[src/rtl/pc_seq_pkg.sv]
// Shared definitions for the PC control sequencer and the debug/trace unit.
package pc_seq_pkg;

   typedef logic [1:0] state_t;

   localparam state_t ST_FETCH = 2'd0;
   localparam state_t ST_EXEC  = 2'd1;
   localparam state_t ST_IRQ   = 2'd2;

   // Address the PC register loads when its irq input is strobed.
   localparam int IRQ_VECTOR = 1;

endpackage

[src/rtl/pc_seq_if.sv]
// Fetch/execute handshake and PC-control bundle between the core control
// unit (master) and the sequencer (slave).
interface pc_seq_if #(
   parameter int RW = 16
);

   logic [RW-1:0] i_pc;
   logic          i_mem_ack;
   logic          i_stall;
   logic          i_exec_done;
   logic          i_jmp;
   logic          i_iret;
   logic          i_irq;
   logic          i_ie_set;
   logic          i_ie_clr;
   logic          o_c_pc_inc;
   logic          o_c_pc_ie;
   logic          o_c_pc_irq;
   logic          o_fetch_req;
   logic          o_irq_ack;
   logic          o_irq_en;
   logic [RW-1:0] o_epc;
   logic [RW-1:0] o_retired;

   modport master (
      output i_pc, i_mem_ack, i_stall, i_exec_done, i_jmp, i_iret,
             i_irq, i_ie_set, i_ie_clr,
      input  o_c_pc_inc, o_c_pc_ie, o_c_pc_irq, o_fetch_req, o_irq_ack,
             o_irq_en, o_epc, o_retired
   );

   modport slave (
      input  i_pc, i_mem_ack, i_stall, i_exec_done, i_jmp, i_iret,
             i_irq, i_ie_set, i_ie_clr,
      output o_c_pc_inc, o_c_pc_ie, o_c_pc_irq, o_fetch_req, o_irq_ack,
             o_irq_en, o_epc, o_retired
   );

endinterface

[src/rtl/pc_seq_irq_latch.sv]
// Interrupt edge detect, pending flag and enable flag.
// Enable priority: entry clear > ie_clr > iret set > ie_set.
module pc_seq_irq_latch (
   input  logic clk_i,
   input  logic rst_i,
   input  logic irq_i,
   input  logic ie_set_i,
   input  logic ie_clr_i,
   input  logic iret_i,
   input  logic entered_i,
   output logic take_irq_o,
   output logic irq_en_o
);

   logic irq_prev_q;
   logic pending_q, pending_d;
   logic en_q, en_d;
   logic en_eff;
   logic rise;

   assign rise = irq_i && !irq_prev_q;

   // Enable as seen at the instruction boundary, and pending next-state.
   // A fresh edge during interrupt entry re-arms pending instead of being lost.
   always_comb begin
      if (ie_clr_i)      en_eff = 1'b0;
      else if (iret_i)   en_eff = 1'b1;
      else if (ie_set_i) en_eff = 1'b1;
      else               en_eff = en_q;

      en_d      = entered_i ? 1'b0 : en_eff;
      pending_d = rise ? 1'b1 : (entered_i ? 1'b0 : pending_q);
   end

   // Flag registers.
   always_ff @(posedge clk_i) begin
      if (rst_i) begin
         irq_prev_q <= 1'b0;
         pending_q  <= 1'b0;
         en_q       <= 1'b0;
      end else begin
         irq_prev_q <= irq_i;
         pending_q  <= pending_d;
         en_q       <= en_d;
      end
   end

   assign take_irq_o = pending_q && en_eff;
   assign irq_en_o   = en_q;

endmodule

[src/rtl/pc_seq.sv]
// PC control sequencer: fetch/execute/interrupt-entry FSM driving the PC
// register strobes, plus exception PC capture and retired-instruction count.
//
//   state    | meaning
//   ---------+------------------------------------------------------------
//   ST_FETCH | fetch_req high, waiting for an unstalled mem_ack
//   ST_EXEC  | instruction executing; exec_done strobes inc or ie
//   ST_IRQ   | one-cycle interrupt entry: load vector, save EPC, ack
module pc_seq
   import pc_seq_pkg::*;
#(
   parameter int RW = 16
) (
   input logic     i_clk,
   input logic     i_rst,
   pc_seq_if.slave bus
);

   state_t        state_q, state_d;
   logic [RW-1:0] epc_q;
   logic [RW-1:0] retired_q;
   logic          done_w;
   logic          entered_w;
   logic          take_irq;
   logic          irq_en;

   assign done_w    = (state_q == ST_EXEC) && bus.i_exec_done && !i_rst;
   assign entered_w = (state_q == ST_IRQ) && !i_rst;

   pc_seq_irq_latch u_irq_latch (
      .clk_i      (i_clk),
      .rst_i      (i_rst),
      .irq_i      (bus.i_irq),
      .ie_set_i   (bus.i_ie_set),
      .ie_clr_i   (bus.i_ie_clr),
      .iret_i     (done_w && bus.i_iret),
      .entered_i  (entered_w),
      .take_irq_o (take_irq),
      .irq_en_o   (irq_en)
   );

   // State register.
   always_ff @(posedge i_clk) begin
      if (i_rst) state_q <= ST_FETCH;
      else       state_q <= state_d;
   end

   // Next-state logic; interrupts are only taken at instruction boundaries.
   always_comb begin
      state_d = state_q;
      case (state_q)
         ST_FETCH: if (bus.i_mem_ack && !bus.i_stall) state_d = ST_EXEC;
         ST_EXEC:  if (bus.i_exec_done) state_d = take_irq ? ST_IRQ : ST_FETCH;
         ST_IRQ:   state_d = ST_FETCH;
         default:  state_d = ST_FETCH;
      endcase
   end

   // Strobes; suppressed during reset so an abandoned state emits nothing.
   always_comb begin
      bus.o_fetch_req = (state_q == ST_FETCH);
      bus.o_c_pc_inc  = done_w && !(bus.i_jmp || bus.i_iret);
      bus.o_c_pc_ie   = done_w && (bus.i_jmp || bus.i_iret);
      bus.o_c_pc_irq  = entered_w;
      bus.o_irq_ack   = entered_w;
   end

   // EPC capture on entry (i_pc already holds the next PC) and retire count.
   always_ff @(posedge i_clk) begin
      if (i_rst) begin
         epc_q     <= '0;
         retired_q <= '0;
      end else begin
         if (state_q == ST_IRQ) epc_q <= bus.i_pc;
         if (done_w) retired_q <= retired_q + RW'(1);
      end
   end

   assign bus.o_irq_en  = irq_en;
   assign bus.o_epc     = epc_q;
   assign bus.o_retired = retired_q;

endmodule

[src/flat_wrapper.sv]
// flat-port wrapper written by rule: the top's interface ports become plain ports
module pc_seq_flat import pc_seq_pkg::*;
#(
   parameter int RW = 16
)
  (i_clk, i_rst, bus_i_pc, bus_i_mem_ack, bus_i_stall, bus_i_exec_done, bus_i_jmp, bus_i_iret, bus_i_irq, bus_i_ie_set, bus_i_ie_clr, bus_o_c_pc_inc, bus_o_c_pc_ie, bus_o_c_pc_irq, bus_o_fetch_req, bus_o_irq_ack, bus_o_irq_en, bus_o_epc, bus_o_retired);
  pc_seq_if #(.RW(RW)) bus_i ();
  input logic i_clk;
  input logic i_rst;
  input wire logic [$bits(bus_i.i_pc)-1:0] bus_i_pc;
  input wire logic [$bits(bus_i.i_mem_ack)-1:0] bus_i_mem_ack;
  input wire logic [$bits(bus_i.i_stall)-1:0] bus_i_stall;
  input wire logic [$bits(bus_i.i_exec_done)-1:0] bus_i_exec_done;
  input wire logic [$bits(bus_i.i_jmp)-1:0] bus_i_jmp;
  input wire logic [$bits(bus_i.i_iret)-1:0] bus_i_iret;
  input wire logic [$bits(bus_i.i_irq)-1:0] bus_i_irq;
  input wire logic [$bits(bus_i.i_ie_set)-1:0] bus_i_ie_set;
  input wire logic [$bits(bus_i.i_ie_clr)-1:0] bus_i_ie_clr;
  output wire logic [$bits(bus_i.o_c_pc_inc)-1:0] bus_o_c_pc_inc;
  output wire logic [$bits(bus_i.o_c_pc_ie)-1:0] bus_o_c_pc_ie;
  output wire logic [$bits(bus_i.o_c_pc_irq)-1:0] bus_o_c_pc_irq;
  output wire logic [$bits(bus_i.o_fetch_req)-1:0] bus_o_fetch_req;
  output wire logic [$bits(bus_i.o_irq_ack)-1:0] bus_o_irq_ack;
  output wire logic [$bits(bus_i.o_irq_en)-1:0] bus_o_irq_en;
  output wire logic [$bits(bus_i.o_epc)-1:0] bus_o_epc;
  output wire logic [$bits(bus_i.o_retired)-1:0] bus_o_retired;
  assign bus_i.i_pc = bus_i_pc;
  assign bus_i.i_mem_ack = bus_i_mem_ack;
  assign bus_i.i_stall = bus_i_stall;
  assign bus_i.i_exec_done = bus_i_exec_done;
  assign bus_i.i_jmp = bus_i_jmp;
  assign bus_i.i_iret = bus_i_iret;
  assign bus_i.i_irq = bus_i_irq;
  assign bus_i.i_ie_set = bus_i_ie_set;
  assign bus_i.i_ie_clr = bus_i_ie_clr;
  assign bus_o_c_pc_inc = bus_i.o_c_pc_inc;
  assign bus_o_c_pc_ie = bus_i.o_c_pc_ie;
  assign bus_o_c_pc_irq = bus_i.o_c_pc_irq;
  assign bus_o_fetch_req = bus_i.o_fetch_req;
  assign bus_o_irq_ack = bus_i.o_irq_ack;
  assign bus_o_irq_en = bus_i.o_irq_en;
  assign bus_o_epc = bus_i.o_epc;
  assign bus_o_retired = bus_i.o_retired;
  pc_seq #(.RW(RW)) u_core (.i_clk(i_clk), .i_rst(i_rst), .bus(bus_i));
endmodule
[config.mk]
export PLATFORM = sky130hd
export DESIGN_NAME = pc_seq_flat
export DESIGN_NICKNAME = d
export VERILOG_FILES = /design/src/rtl/pc_seq_pkg.sv /design/src/rtl/pc_seq_if.sv /design/src/rtl/pc_seq_irq_latch.sv /design/src/rtl/pc_seq.sv /design/src/flat_wrapper.sv
export SDC_FILE = /design/constraint.sdc
export NUM_CORES = 1
export LEC_CHECK = 0
export BUFFER_PORTS_ARGS = -buffer_cell sky130_fd_sc_hd__buf_2
export CORE_MARGIN = 2
export CORE_UTILIZATION = 49
export CTS_CLUSTER_DIAMETER = 100
export CTS_CLUSTER_SIZE = 20
export DETAILED_ROUTE_END_ITERATION = 7
export GPL_ROUTABILITY_DRIVEN = 0
export HOLD_SLACK_MARGIN = 0.05
export MAX_ROUTING_LAYER = met4
export PLACE_DENSITY = 0.94
export SLEW_MARGIN = 20
export SYNTH_ARGS = -nofsm -noshare
export SYNTH_HDL_FRONTEND = slang
export SYNTH_SLANG_ARGS = --single-unit
[constraint.sdc]
create_clock -name i_clk -period 4.8 [get_ports i_clk]
set_input_delay 0.48 -clock i_clk [delete_from_list [all_inputs] [get_ports i_clk]]
set_output_delay 0.48 -clock i_clk [all_outputs]
set_load 0.05 [all_outputs]
==> flow_summary_export.csv <==
group,metric,value,unit
clocking,cts_max_level,2,
synth,syn_avg_cell_area,10.1,um2
floorplanning,ios,64,
floorplanning,die_h,58,um
sta,setup_tns,0,ns
routing,post_drt_wl_per_cell,12.4,um
placed_design,port_buffers,63,
clocking,clk_pin_slew_worst_paths,0.10,ns
critical_path,path_buf_inv,1,
routing,vias,1278,
grt,grt_max_degree,28,
sta,finalCritPeriodShare,47.4,%
placed_design,hpwl,2.15,mm
pwr,p_per_area,279,mW/mm2
layout,antenna_cells,0,
sta,slew_headroom,69.8,%
floorplanning,start_util,51.8,%
pwr,ir_drop,0.251,mV
floorplanning,die_x,58,um
routing,drt-total-wl,2.94,mm
hold_path,min_path_type,"in2reg",
clocking,hold_buffers,0,
synth,synth-seq-cells,37,
layout,drive_gt1_share,37.9,%
routing,antenna_left,0,
clocking,cts_sinks,37,
layout,fin_util,66.0,%
synth,syn_nets,169,
grt,antenna_found_initial,0,
synth,synth_area_leaders,"dfxtp_1 (52%), a22o_1 (10%), nor2_1 (3.9%), xnor2_1 (2.5%), mux2_2 (2.4%)",
grt,grt_pass1_wl,4.85,mm
routing,via_per_inst,5.39,
critical_path,required,4.32,ns
sta,finalSetupViolCount,0,
grt,grt_pass1_vias,1121,
critical_path,max_stage_delay,0.43,ns
floorplanning,design.core.area,0.00276,mm2
sta,finalHoldViolCount,0,
synth,synth_top_area_share,51.8,%
critical_path,path_max_fanout,11,
clocking,cts_made_buffers,5,
status,outcome,"finished clean",
clocking,clk_latency,0.32,ns
sta,drv_slew,0,
layout,final.fill_count,227,
sta,tightest_slew,0.449,ns
critical_path,cp-start-kind,"flip-flop",
synth,synthDistinctLibCells,35,
critical_path,worstSetupPathType,"reg2out",
synth,synth_flop_cell,"dfxtp_1",
layout,nets,233,
clocking,root_buffer,"clkbuf_4",
critical_path,crit_chain,"nand3b_1, nor2_1, o21a_1, buf_2",
layout,area_growth,27.4,%
synth,ys_seq_area_share,51.8,%
grt,gr-total-overflow,0,
synth,synth.cell_area,0.00143,mm2
floorplanning,die_area,0.00336,mm2
routing,drtIter0Drc,21,
critical_path,critPathCaptureType,"output port",
routing,firstDrtPassIters,4,
critical_path,path_delay_family,"simple AND/OR/NAND/NOR gates",
clocking,cts_resized,0,
synth,async_flop_share,0,%
synth,synth_warnings,0,
sta,fmax,439,MHz
clocking,post_cts_buffers,0,
floorplanning,num_rows,19,
clocking,clockBufferDepth,2,
flow_run,drv_cap,0,
critical_path,cp.arrival,1.80,ns
sta,finalClockSkew,0.00437,ns
synth,synth_top_area_cell,"dfxtp_1",
routing,drc,0,
pwr,p_leak,0.000859,uW
grt,grt_use_total,19.4,%
sta,min_period,2.28,ns
critical_path,slowest_stage,"dfxtp_1",
synth,synth-edff-count,0,
sta,rsz0062_at_grt,"false",
clocking,cts_tree,"built",
synth,synth_cells,142,
==> synth_stat cells (4+ instances only) <==
cell      count
a21oi_1       6
nand3_1       4
nor2b_1       4
xnor2_1       4
a22o_1       17
clkbuf_1      4
dfxtp_1      37
or3_1         4
nor2_1       15
nor3_1        5
o21ai_0       4
nand2_1       4
==> registers in the layout, summed over array words and instances, names as in the netlist <==
signal / count
u_core.bus.o_epc: 16
u_core.bus.o_retired: 16
u_core.state_q: 2
u_core.u_irq_latch.irq_en_o: 1
u_core.u_irq_latch.irq_prev_q: 1
u_core.u_irq_latch.pending_q: 1
==> cell families (layout without fill, tap and decap cells) <==
logic type / after synthesis / after routing / share of synthesized area (%)
and+or+nand+nor: 52 / 52 / 20.6
AOI/OAI and AO/OA: 31 / 31 / 16.2
DFF: 37 / 37 / 51.8
muxes: 4 / 4 / 3.06
buffers and inverters: 10 / 74 / 3.15
xor gates and xnor gates: 7 / 7 / 4.29
adders and majority gates: 1 / 1 / 0.876
==> final cells by class <==
type	instances	area [um2]	share of cell area, %
Multi-Input combinational cell	95	648	35.6
Timing Repair Buffer	65	330	18.1
Sequential cell	37	741	40.7
Tap cell	31	38.8	2.13
Clock buffer	7	55.1	3.02
Inverter	2	7.51	0.412
==> per-layer routing <==
metal,vias to the layer above,part of all wire (%),routed length (um),GRT usage (%)
li1,642,-,-,-
met1,568,45,1320,23.1
met2,61,44,1280,30.2
met3,7,10,298,8.04
met4,0,1.4,41,5.98
met5,-,0,0,-
==> placed cells by master (no fill, tap or decap), types with 2 or more instances in the layout <==
cell       n
buf_2     63
dfxtp_1   37
a22o_1    17
nor2_1    15
a21oi_1    6
nor3_1     5
clkbuf_4   5
nor2b_1    4
nand3_1    4
nand2_1    4
o21ai_0    4
or3_1      4
xnor2_1    4
mux2_2     3
nand4_1    3
xor2_1     3
nand2b_1   2
inv_1      2
buf_4      2
==> worst paths after layout <==
path | to | slack [ns] | from | depth (start not counted)
worst max register to register | u_core.bus.o_retired[14] | 2.67 | u_core.state_q[0] | 4
worst min register to register | u_core.bus.o_epc[8] | 0.48 | u_core.bus.o_epc[8] | 1
worst max-delay path | bus_o_c_pc_ie | 2.52 | u_core.state_q[0] | 4
worst min-delay path | u_core.u_irq_latch.irq_en_o | 0.33 | bus_i_ie_clr | 2
==> per-stage QoR <==
stage	cells	hold slack, ns	cell area, um2	power (uW)	setup WS, ns
floorplan	142	0.440	1430	338	1.95
global placement	230	0.451	1770	353	2.61
detailed placement	230	0.453	1770	353	2.55
CTS	237	0.314	1820	511	2.51
global route	237	0.313	1820	529	2.35
finish	237	0.326	1820	507	2.52
==> power by group <==
group          switching [uW]  total [uW]  internal, uW
combinational            20.1        33.9          13.8
sequential               2.25         312           310
clock                    91.8         161          69.2
total                     114         507           393
(Power assumes the default switching activity.)
